`config.mk`:
```
export PLATFORM = sky130hd
export DESIGN_NAME = sym_dn_lut_loader_flat
export DESIGN_NICKNAME = d
export VERILOG_FILES = /design/src/rtl/sym_dn_lut_loader_if.sv /design/src/rtl/sym_dn_lut_loader.sv /design/src/flat_wrapper.sv
export SDC_FILE = /design/constraint.sdc
export NUM_CORES = 1
export LEC_CHECK = 0
export CORE_MARGIN = 4
export CORE_UTILIZATION = 47
export CTS_BUF_LIST = sky130_fd_sc_hd__clkbuf_4
export CTS_CLUSTER_DIAMETER = 30
export DETAILED_ROUTE_END_ITERATION = 6
export PLACE_DENSITY = 0.68
export SLEW_MARGIN = 25
export SYNTH_ARGS = -nofsm -noshare
export SYNTH_HDL_FRONTEND = slang
export SYNTH_SLANG_ARGS = --single-unit
export TNS_END_PERCENT = 1
```
`constraint.sdc`:
```
create_clock -name write_clk -period 2.6 [get_ports write_clk]
set_clock_uncertainty 0.05 [all_clocks]
set_input_delay 0.78 -clock write_clk [delete_from_list [all_inputs] [get_ports write_clk]]
set_output_delay 0.78 -clock write_clk [all_outputs]
set_load 0.03 [all_outputs]
```
`src/rtl/sym_dn_lut_loader_if.sv`:
```
// Word stream into the LUT loader: WORD_W-bit words over a valid/ready handshake.
interface sym_dn_lut_loader_if #(
  parameter int WORD_W = 8
);
  logic [WORD_W-1:0] word_in;
  logic              word_valid;
  logic              word_ready;

  modport master (output word_in, output word_valid, input word_ready);
  modport slave  (input word_in, input word_valid, output word_ready);
endinterface

```
`src/rtl/sym_dn_lut_loader.sv`:
```
// Write-side driver for the 128x1 decision-node LUT RAM: serializes incoming
// words LSB-first into one-bit RAM writes and flags busy/done to the decoder.
module sym_dn_lut_loader #(
  parameter int LUT_DEPTH = 128,
  parameter int ADDR_W    = 7,
  parameter int WORD_W    = 8
) (
  input  logic              write_clk,
  input  logic              rstn,
  input  logic              load_start,
  input  logic              load_abort,
  sym_dn_lut_loader_if.slave word_if,
  output logic              lut_in,
  output logic [ADDR_W-1:0] write_addr,
  output logic              we,
  output logic              load_busy,
  output logic              load_done
);

  localparam int BIT_W = (WORD_W > 1) ? $clog2(WORD_W) : 1;

  typedef enum logic [1:0] {S_IDLE, S_FETCH, S_WRITE, S_DONE} state_t;

  state_t            r_state;
  logic [WORD_W-1:0] r_word;
  logic [BIT_W-1:0]  r_bit;
  logic [ADDR_W-1:0] r_addr;
  logic              r_lut_in;
  logic [ADDR_W-1:0] r_write_addr;
  logic              r_we;
  logic              r_busy;
  logic              r_done;

  logic              w_last_bit;
  logic              w_last_entry;
  logic              w_accept;
  logic [BIT_W-1:0]  w_next_bit;

  assign w_last_bit   = (r_state == S_WRITE) && (r_bit == BIT_W'(WORD_W - 1));
  assign w_last_entry = (r_write_addr == ADDR_W'(LUT_DEPTH - 1));
  assign w_next_bit   = r_bit + 1'b1;

  // Abort gates ready so a word offered alongside an abort is never consumed.
  assign word_if.word_ready = !load_abort &&
                              ((r_state == S_FETCH) || (w_last_bit && !w_last_entry));
  assign w_accept = word_if.word_valid && word_if.word_ready;

  assign lut_in     = r_lut_in;
  assign write_addr = r_write_addr;
  assign we         = r_we;
  assign load_busy  = r_busy;
  assign load_done  = r_done;

  always_ff @(posedge write_clk or negedge rstn) begin
    if (!rstn) begin
      r_state      <= S_IDLE;
      r_word       <= '0;
      r_bit        <= '0;
      r_addr       <= '0;
      r_lut_in     <= 1'b0;
      r_write_addr <= '0;
      r_we         <= 1'b0;
      r_busy       <= 1'b0;
      r_done       <= 1'b0;
    end else if (load_abort) begin
      r_state      <= S_IDLE;
      r_bit        <= '0;
      r_addr       <= '0;
      r_write_addr <= '0;
      r_we         <= 1'b0;
      r_busy       <= 1'b0;
      r_done       <= 1'b0;
    end else begin
      r_done <= 1'b0;
      case (r_state)
        S_IDLE: begin
          if (load_start) begin
            r_state <= S_FETCH;
            r_addr  <= '0;
            r_busy  <= 1'b1;
          end
        end
        S_FETCH: begin
          if (w_accept) begin
            r_state      <= S_WRITE;
            r_word       <= word_if.word_in;
            r_bit        <= '0;
            r_we         <= 1'b1;
            r_write_addr <= r_addr;
            r_lut_in     <= word_if.word_in[0];
            r_addr       <= r_addr + 1'b1;
          end
        end
        S_WRITE: begin
          if (w_last_bit) begin
            if (w_last_entry) begin
              r_state <= S_DONE;
              r_we    <= 1'b0;
              r_done  <= 1'b1;
            end else if (w_accept) begin
              r_word       <= word_if.word_in;
              r_bit        <= '0;
              r_write_addr <= r_addr;
              r_lut_in     <= word_if.word_in[0];
              r_addr       <= r_addr + 1'b1;
            end else begin
              r_state <= S_FETCH;
              r_we    <= 1'b0;
            end
          end else begin
            r_bit        <= w_next_bit;
            r_write_addr <= r_addr;
            r_lut_in     <= r_word[w_next_bit];
            r_addr       <= r_addr + 1'b1;
          end
        end
        S_DONE: begin
          r_state      <= S_IDLE;
          r_busy       <= 1'b0;
          r_write_addr <= '0;
        end
        default: r_state <= S_IDLE;
      endcase
    end
  end

endmodule
```
`src/flat_wrapper.sv`:
```
// flat-port wrapper written by rule: the top's interface ports become plain ports
module sym_dn_lut_loader_flat 
#(
  parameter int LUT_DEPTH = 128,
  parameter int ADDR_W    = 7,
  parameter int WORD_W    = 8
)
  (write_clk, rstn, load_start, load_abort, lut_in, write_addr, we, load_busy, load_done, word_if_word_in, word_if_word_valid, word_if_word_ready);
  sym_dn_lut_loader_if #(.WORD_W(WORD_W)) word_if_i ();
  input  logic write_clk;
  input  logic rstn;
  input  logic load_start;
  input  logic load_abort;
  output logic lut_in;
  output logic [ADDR_W-1:0] write_addr;
  output logic we;
  output logic load_busy;
  output logic load_done;
  input wire logic [$bits(word_if_i.word_in)-1:0] word_if_word_in;
  input wire logic [$bits(word_if_i.word_valid)-1:0] word_if_word_valid;
  output wire logic [$bits(word_if_i.word_ready)-1:0] word_if_word_ready;
  assign word_if_i.word_in = word_if_word_in;
  assign word_if_i.word_valid = word_if_word_valid;
  assign word_if_word_ready = word_if_i.word_ready;
  sym_dn_lut_loader #(.LUT_DEPTH(LUT_DEPTH), .ADDR_W(ADDR_W), .WORD_W(WORD_W)) u_core (.write_clk(write_clk), .rstn(rstn), .load_start(load_start), .load_abort(load_abort), .word_if(word_if_i), .lut_in(lut_in), .write_addr(write_addr), .we(we), .load_busy(load_busy), .load_done(load_done));
endmodule
```
== Yosys cells after proc, flatten, opt, wreduce, memory -nomap -nowiden ==
Cells that the tools add are included.

* Input port bits: 13
* Output and inout bits: 12
* Word-level logic and storage cells: 93
* Flip-flop bits (word level): 31

* Bitwise logic cells: 1
* Reductions and logical operators: 21
* Muxes and demuxes: 46
* Magnitude comparators: 1
* Add/sub/neg operators: 2
* Equality and inequality tests: 13

{| class="wikitable"
|+ Operator list
! operator !! number
|-
| $mux W7 || 9
|-
| $pmux W7 S3 || 2
|-
| $mux W8 || 3
|-
| $pmux W8 S2 || 1
|-
| $mux W1 || 15
|-
| $mux W2 || 6
|-
| $mux W3 || 4
|-
| $reduce_and A4 Y1 || 3
|-
| $pmux W2 S4 || 1
|-
| $reduce_bool A4 Y1 || 2
|-
| $add A7 B1 Y7 const B || 1
|-
| $eq A7 B7 Y1 const B || 1
|-
| $ne A3 B2 Y1 const B || 2
|-
| $ne A3 B3 Y1 const B || 2
|-
| $pmux W1 S2 || 3
|-
| $pmux W3 S2 || 1
|-
| $reduce_and A2 Y1 || 3
|-
| $reduce_and A3 Y1 || 2
|-
| $reduce_bool A3 Y1 || 2
|-
| $eq A2 B2 Y1 const B || 2
|-
| $logic_and A1 B1 Y1 || 4
|-
| $lt A3 B4 Y1 const B || 1
|-
| $ne A4 B3 Y1 const B || 1
|-
| $ne A4 B4 Y1 const B || 1
|-
| 11 further kinds || 12
|}

== Longest topological paths before layout ==
Gate-level depths: netlist (run 1).

* Depth after elaboration: 11
* Gate-level depth with buffers: 8
* Gate-level depth less buffers: 7

== Worst setup path after synthesis (run 1) ==
OpenSTA, ideal clock, no wires.

* Path kind: reg-to-output
* Start: register u_core.r_bit[0]
* End: output word_if_word_ready
* Stages on the path, launching flop included: 6
* Data arrival time: 1.704 ns
* Slack: 0.066 ns
* Buffers on the path: 0
* Cell sequence: dfrtp_1 ha_1 ha_1 and2_1 o21ai_0 a21oi_1

* Cells in the longest elaborated chain, start to end: 5

{| class="wikitable"
|+ RTL lines
! element !! line !! text
|-
| from (decl) || sym_dn_lut_loader.sv:26 || <nowiki>logic [BIT_W-1:0] r_bit;</nowiki>
|-
| from (signal assigned) || sym_dn_lut_loader.sv:111 || <nowiki>r_bit <= w_next_bit;</nowiki>
|-
| $eq A3 B3 Y1 || sym_dn_lut_loader.sv:39 || <nowiki>assign w_last_bit = (r_state == S_WRITE) && (r_bit == BIT_W'(WORD_W - 1));</nowiki>
|-
| $logic_and A1 B1 Y1 || sym_dn_lut_loader.sv:39 ||
|-
| $logic_and A1 B1 Y1 || sym_dn_lut_loader.sv:45 || <nowiki>((r_state == S_FETCH) || (w_last_bit && !w_last_entry));</nowiki>
|-
| $logic_or A1 B1 Y1 || sym_dn_lut_loader.sv:45 ||
|-
| $logic_and A1 B1 Y1 || sym_dn_lut_loader.sv:44 || <nowiki>assign word_if.word_ready = !load_abort &&</nowiki>
|-
| to (decl) || flat_wrapper.sv:21 || <nowiki>output wire logic [$bits(word_if_i.word_ready)-1:0] word_if_word_ready;</nowiki>
|}

Every way passes these cells.

== Worst setup path in the final report (run 1) ==
Ends and elaborated chain as after synthesis.

==> results of run 1 <==
-- cell type report --
type                       instances  area (sq um)
clock buffer                       5          37.5
tap                               48          60.1
timing repair buffer              50           444
inverter                           7          26.3
sequential                        31           776
fill                             328          1320
clock inverter                     3          38.8
multi-input combinational        129           985
-- repair_timing --
action | CTS | global route
gates cloned | 0 | 0
hold buffers | 0 | 0
endpoints found under the setup margin | 1 | 1
pin swaps | 0 | 1
setup buffers | 0 | 2
gates resized for setup | 1 | 5
-- worst max-delay path, delay by kind of cell, from the launching register on --
kind	cells	cell delay, ns
compound gates	2	0.22
fa+ha+maj	2	0.42
buf+inv	1	0.17
flops	1	0.39
simple gates	1	0.16
-- stage by stage --
step	instances	TNS (ns)	total power [mW]	worst slack (ns)	utilization, %
3_3_place_gp	263	-0.374	1.39	-0.0847	61.5
2_1_floorplan	171	0	1.13	0.0656	-
4_1_cts	271	0	1.79	0.00533	63.6
3_5_place_dp	263	-0.806	1.41	-0.0834	61.5
5_1_grt	273	0	1.92	0.00617	64.2
6_report	273	0	1.80	0.0818	64.2
-- synth_stat cells, types with 4 or more instances --
cell and n:
nor2b_1 5, a22oi_1 4, ha_1 7, nor2_1 18, mux2_2 10, o21a_1 4, o21ai_0 7, nand2b_1 4
nand3_1 4, dfrtp_1 31, nand2_1 9, inv_1 7, a21oi_1 9, a22o_1 8
-- registers in the layout, summed over array words and instances, names as in the netlist --
signal and cells:
u_core.load_busy 1, u_core.load_done 1, u_core.lut_in 1, u_core.r_addr 7
u_core.r_bit 3, u_core.r_state 2, u_core.r_word 8, u_core.we 1
u_core.write_addr 7
-- power by group through the flow --
stage          logic [mW]  clock network (mW)  registers (mW)
2_1_floorplan       0.456                   0           0.671
6_report            0.781               0.373           0.643
3_3_place_gp        0.742                   0           0.644
5_1_grt             0.862               0.400           0.656
3_5_place_dp        0.760                   0           0.653
4_1_cts             0.764               0.381           0.643
-- cell families (layout without fill, tap and decap cells) --
| logic type | Yosys count | after routing |
|---|---|---|
| AND/OR/NAND/NOR | 58 | 58 |
| adder cells (fa/ha/maj) | 7 | 7 |
| AO/OA/AOI/OAI | 50 | 50 |
| buffers and inverters | 11 | 65 |
| flip-flops | 31 | 31 |
| multiplexers | 14 | 14 |
-- worst max path at each step --
stage / from / end / slack (ns) / depth (start not counted)
2_1_floorplan: u_core.r_bit[0]$_DFFE_PN0P_ / word_if_word_ready / 0.07 / 5
3_3_place_gp: load_abort / u_core.r_addr[2]$_DFFE_PN0P_ / -0.08 / 7
3_5_place_dp: load_abort / word_if_word_ready / -0.08 / 5
4_1_cts: u_core.r_state[0]$_DFFE_PN0P_ / word_if_word_ready / 0.005 / 6
5_1_grt: u_core.r_state[0]$_DFFE_PN0P_ / word_if_word_ready / 0.006 / 6
6_report: u_core.r_bit[0]$_DFFE_PN0P_ / word_if_word_ready / 0.08 / 6
-- layer usage --
| metal | global-route usage [%] | wire length (microns) |
|---|---|---|
| met3 | 3.17 | 185 |
| met1 | 24.4 | 1880 |
| met5 | 0 | 0 |
| met2 | 30.5 | 2030 |
| met4 | 7.02 | 77 |
-- cells in the final DEF, fill, tap and decap left out, types with 2 or more instances in the layout --
cell type / n
o31ai_1: 3
mux2i_1: 2
a31oi_1: 2
nand2_1: 9
o21ai_0: 6
nor3_1: 3
nor3_2: 2
o21a_1: 4
nor2b_1: 5
mux2_2: 10
o211ai_1: 2
nor2_1: 18
clkdlybuf4s50_1: 22
dfrtp_1: 31
inv_1: 6
mux4_2: 2
nand2b_1: 4
ha_1: 4
buf_4: 26
nand3_1: 4
ha_2: 3
or3_1: 3
a22oi_1: 4
a21oi_1: 9
a22o_1: 8
clkbuf_4: 5
==> impl_metrics.py, run 1 <==
metrics = {
    "run_status": {
        "status": "completed",
    },
    "sta": {
        "timing.slew.headroom_pct": 64.4,
        "drv_slew": 0,
        "whs_ns": 0.462,
        "fmax_mhz": 397,
        "period_needed_ns": 2.52,
        "worst_pin_slew_ns": 0.534,
        "hold_viol_final": 0,
        "rsz0062_at_grt": "no",
        "setup_viol": 0,
        "period_share_pct": 96.9,
    },
    "synthesis": {
        "synth_edf_count": 0,
        "synth_compound_area_share_pct": 21.5,
        "synth_ff_type": "dfrtp_1",
        "postSynthAreaPerCell_sq_um": 10.5,
        "synth_top_cell_by_area": "dfrtp_1",
        "synth_area_sq_mm": 0.00180,
        "synth_xor_area_share_pct": 0,
        "yosys.cell_types.count": 45,
        "async_flop_share_pct": 100,
        "synthAdderAreaFrac_pct": 4.86,
        "synthSimpleGateAreaFrac_pct": 18.1,
        "synth_top_family_by_area": "compound AO/OA/AOI/OAI gates",
        "syn_inst": 171,
        "synth_top_cell_area_share_pct": 43.1,
        "synth_nets": 191,
        "synthMuxAreaShare_pct": 9.86,
        "yosys_warnings": 0,
        "synth_seq_area_share_pct": 43.1,
        "ys_seq_elements": 31,
        "yosys-top-cells-area": "dfrtp_1 (43%), mux2_2 (6.3%), ha_1 (4.9%)",
    },
    "global_routing": {
        "grt_pass1_wl_microns": 7350,
        "overflow": 0,
        "antenna_found_initial": 0,
        "grt_max_degree": 32,
        "grt_pass1_vias": 1567,
        "grtUsageTotal_pct": 18.5,
    },
    "power": {
        "clockPowerShare_pct": 20.7,
        "leakage_nw": 1.03,
        "ir_drop_v": 0.000399,
        "power_density_mw_per_mm2": 759,
        "p_sw_uw": 643,
        "intPower_mw": 1.15,
        "p_comb_share_pct": 43.5,
        "sw_frac_of_total_pct": 35.8,
        "pwr-share-seq_pct": 35.8,
    },
    "floorplanning": {
        "start_util_pct": 48.8,
        "dieHeight_microns": 69.9,
        "ios": 25,
        "die-area_sq_mm": 0.00489,
        "fp-row-count": 22,
        "die_w_microns": 69.9,
        "core_area_sq_mm": 0.00369,
    },
    "clocking": {
        "cts_tree": "built",
        "h-tree-depth": 2,
        "numCtsBuffers": 5,
        "clock_latency_ns": 0.34,
        "cts_sinks": 31,
        "clkTransAtPathRegs_ns": 0.09,
        "clk_path_buf_depth": 2,
        "cts_root_buf": "clkbuf_4",
    },
    "critical_path": {
        "slowest_stage": "dfrtp_1",
        "reg2regPathDepth": 8,
        "worstPathMaxFanout": 4,
        "crit_chain": "ha_1 -> ha_2 -> and2_1 -> o21ai_1 -> a21oi_1 -> buf_4",
        "cp.required_ns": 1.77,
        "crit_path_end_kind": "output pin",
        "rr_endpoint": "u_core.r_addr[2]$_DFFE_PN0P_",
        "r2r_setup_slack_ns": 0.28,
        "start_kind": "flop",
        "arrival_ns": 1.69,
        "critPathMaxStageDelay_ns": 0.39,
        "r2r_start": "u_core.r_state[1]$_DFFE_PN0P_",
        "critical_path_class": "flop to output pin",
    },
    "final_layout": {
        "layout-drive-gt1-share_pct": 25.8,
        "fin_area_sq_mm": 0.00237,
        "area_growth_pct": 31.4,
        "diodes": 0,
        "nets": 244,
    },
    "hold_path": {
        "hp-class": "flop to flop",
        "hold_depth": 1,
        "hold_end": "u_core.r_word[0]$_DFFE_PN0P_",
        "min_from": "u_core.r_word[0]$_DFFE_PN0P_",
    },
    "drt": {
        "ant_nets": 0,
        "drtIter0Drc": 107,
        "drt-total-wl_microns": 4170,
        "viasPerCell": 5.72,
        "post_drt_wl_per_cell_microns": 15.3,
        "drc": 0,
        "vias": 1561,
        "first_pass_iters": 4,
    },
    "job": {
        "maxCapViolCount": 0,
    },
    "placement": {
        "gp_congestion": 0.867,
        "hpwl_microns": 3230,
        "placed_area_sq_mm": 0.00227,
        "numPortBuffers": 24,
    },
}
(Power assumes the default switching activity.)
==> inputs of run 2 (changes only) <==
--- a/config.mk
+++ b/config.mk
@@ -5,6 +5,7 @@
 export SDC_FILE = /design/constraint.sdc
 export NUM_CORES = 1
 export LEC_CHECK = 0
+export ABC_AREA = 1
 export CORE_MARGIN = 4
 export CORE_UTILIZATION = 47
 export CTS_BUF_LIST = sky130_fd_sc_hd__clkbuf_4
==> run 2 against run 1 <==
Design area decreased by 2.7%; final cell count increased by 27%; area after synthesis is 6.7% higher; combinational power grew 4.7%; count of clock-buffer cells in the layout did not move; register-to-register slack better by 0.31 ns; first-iteration DRC count increased by 59%; critical path depth decreased by 1; clock power down 31%; routed wire length increased by 0.38%; critical endpoint unchanged.
==> impl_metrics.py, run 2 <==
metrics = {
    "global_routing": {
        "antenna_found_initial": 0,
        "grt_pass1_wl_microns": 7310,
        "grtUsageTotal_pct": 18.0,
        "grt_pass1_vias": 1649,
        "overflow": 0,
        "grt_max_degree": 32,
    },
    "synthesis": {
        "yosys_warnings": 0,
        "ys_seq_elements": 31,
        "synth_top_cell_area_share_pct": 40.4,
        "synth_edf_count": 0,
        "async_flop_share_pct": 100,
        "synth_ff_type": "dfrtp_1",
        "syn_inst": 264,
        "synth_area_sq_mm": 0.00192,
        "synth_seq_area_share_pct": 40.4,
        "postSynthAreaPerCell_sq_um": 7.28,
        "synth_nets": 284,
        "yosys-top-cells-count": "nand2_1 (83), inv_1 (39), dfrtp_1 (31), nand3_1 (26), nor2_1 (22)",
        "yosys.cell_types.count": 28,
        "synth_top_cell_by_area": "dfrtp_1",
        "synth_most_common_cell": "nand2_1",
        "yosys-top-cells-area": "dfrtp_1 (40%), nand2_1 (16%), inv_1 (7.6%)",
    },
    "drt": {
        "drt-total-wl_microns": 4180,
        "post_drt_wl_per_cell_microns": 12.0,
        "ant_nets": 0,
        "vias": 1754,
        "first_pass_iters": 5,
        "viasPerCell": 5.04,
        "drc": 0,
        "drtIter0Drc": 170,
    },
    "critical_path": {
        "start_kind": "primary input",
        "r2r_setup_slack_ns": 0.59,
        "critical_path_class": "primary input to output pin",
        "arrival_ns": 1.64,
        "r2r_start": "u_core.r_state[0]$_DFFE_PN0P_",
        "crit_path_end_kind": "output pin",
        "rr_endpoint": "u_core.write_addr[6]$_DFFE_PN0P_",
        "cp.required_ns": 1.77,
        "worstPathMaxFanout": 2,
        "reg2regPathDepth": 11,
    },
    "final_layout": {
        "fillCellCount": 366,
        "final_cell_mix": "nand2_1 (83), inv_1 (39), dfrtp_1 (30), nand3_1 (26), clkdlybuf4s50_1 (23)",
        "fin_area_sq_mm": 0.00230,
        "largest_reg_flops": 8,
        "layout_commonest_cell": "nand2_1",
        "nets": 320,
        "diodes": 0,
        "area_growth_pct": 19.9,
        "final_cells": 348,
        "largest_register": "u_core.r_word",
        "layout-drive-gt1-share_pct": 11.3,
    },
    "placement": {
        "numPortBuffers": 24,
        "hpwl_microns": 3110,
        "dp_worst_setup_slack_ns": 0.132,
        "place_inst": 340,
        "placed_area_sq_mm": 0.00225,
        "gp_congestion": 0.997,
    },
    "sta": {
        "timing.slew.headroom_pct": 73.9,
        "setup_viol": 0,
        "worst_pin_slew_ns": 0.392,
        "rsz0062_at_grt": "no",
        "fmax_mhz": 404,
        "fin_ws_ns": 0.126,
        "period_share_pct": 95.2,
        "hold_viol_final": 0,
        "tns_ns": 0,
        "period_needed_ns": 2.47,
        "drv_slew": 0,
    },
    "floorplanning": {
        "core_area_sq_mm": 0.00380,
        "die_w_microns": 71.9,
        "dieHeight_microns": 71.9,
        "start_util_pct": 50.6,
        "fp-row-count": 22,
        "ios": 25,
        "die-area_sq_mm": 0.00518,
    },
    "power": {
        "leakage_nw": 1.24,
        "ir_drop_v": 0.000390,
        "power_density_mw_per_mm2": 750,
    },
    "job": {
        "maxCapViolCount": 0,
    },
    "clocking": {
        "cts_sinks": 31,
        "cts_hold_buffers": 0,
        "clock_latency_ns": 0.33,
        "clk_path_buf_depth": 2,
        "numCtsBuffers": 5,
        "clkTransAtPathRegs_ns": 0.09,
        "cts_root_buf": "clkbuf_4",
        "cts_tree": "built",
        "h-tree-depth": 2,
    },
    "hold_path": {
        "hp-class": "flop to flop",
        "hold_depth": 2,
        "hold_end": "u_core.r_bit[2]$_DFFE_PN0P_",
        "min_from": "u_core.r_bit[2]$_DFFE_PN0P_",
    },
    "run_status": {
        "status": "completed",
    },
}
[run 2: worst max path at each step]
stage	start	to	slack, ns	depth (start not counted)
after floorplan	load_abort	word_if_word_ready	0.42	4
after global placement	load_abort	word_if_word_ready	0.12	5
after detailed placement	load_abort	word_if_word_ready	0.13	5
after CTS	u_core.r_bit[0]$_DFFE_PN0P_	word_if_word_ready	0.06	7
after global routing	u_core.r_state[0]$_DFFE_PN0P_	word_if_word_ready	0.03	7
final	load_abort	word_if_word_ready	0.13	5
[run 2: layout make-up]
type,instances,area [sq um],share of cell area (%)
timing repair buffer,33,305,13.3
sequential,31,777,33.7
inverter,42,158,6.84
clock inverter,2,8.76,0.380
tap,48,60.1,2.61
multi-input combinational,187,957,41.6
clock buffer,5,37.5,1.63
[run 2: repair_timing]
| item | CTS | global route |
|---|---|---|
| buffers inserted | 0 | 1 |
| pin swaps | 0 | 0 |
| gates cloned | 0 | 0 |
| setup endpoints to repair | 1 | 1 |
| gates resized for setup | 1 | 1 |
[run 2: kinds of logic (layout without fill, tap and decap cells)]
kind of cell / count (synthesis) / count (layout) / synth area share, %
AO/OA/AOI/OAI: 34 / 34 / 11.1
buffers and inverters: 46 / 82 / 9.96
XOR/XNOR: 1 / 1 / 0.456
AND/OR/NAND/NOR: 145 / 145 / 33.5
flip-flops: 31 / 31 / 40.4
adder cells (fa/ha/maj): 7 / 7 / 4.56
[run 2: worst max-delay path, cell delays in order]
cell             delay [ns]
clkdlybuf4s50_1        0.46
a21oi_4                0.14
nand2_1                0.06
inv_1                  0.05
buf_4                  0.15
[run 2: power breakdown]
part / internal (mW) / leakage (nW) / switching [mW] / total, mW
sequential: 0.589 / 0.406 / 0.0646 / 0.654
clock: 0.0956 / 0.0285 / 0.161 / 0.256
combinational: 0.309 / 0.803 / 0.509 / 0.818
total: 0.994 / 1.24 / 0.734 / 1.73
[run 2: through the flow]
stage | power [mW] | hold slack, ns | util, %
floorplan | 1.24 | 0.407 | -
global placement | 1.46 | 0.422 | 59.1
detailed placement | 1.46 | 0.433 | 59.1
CTS | 1.73 | 0.456 | 60.4
global route | 1.89 | 0.487 | 60.6
finish | 1.73 | 0.450 | 60.6
[run 2: per-layer routing]
layer,vias up,global-route usage [%],routed length (microns)
met1,802,24.3,2030
met3,8,4.71,198
li1,904,-,-
met2,40,27.8,1870
met4,0,6.68,82
met5,-,0,0
==> inputs of run 3 (changes only) <==
--- a/config.mk
+++ b/config.mk
@@ -5,7 +5,6 @@
 export SDC_FILE = /design/constraint.sdc
 export NUM_CORES = 1
 export LEC_CHECK = 0
-export ABC_AREA = 1
 export CORE_MARGIN = 4
 export CORE_UTILIZATION = 47
 export CTS_BUF_LIST = sky130_fd_sc_hd__clkbuf_4
==> results of run 3 <==
No change in the layout: final DEF, timing and power equal those of run 1.
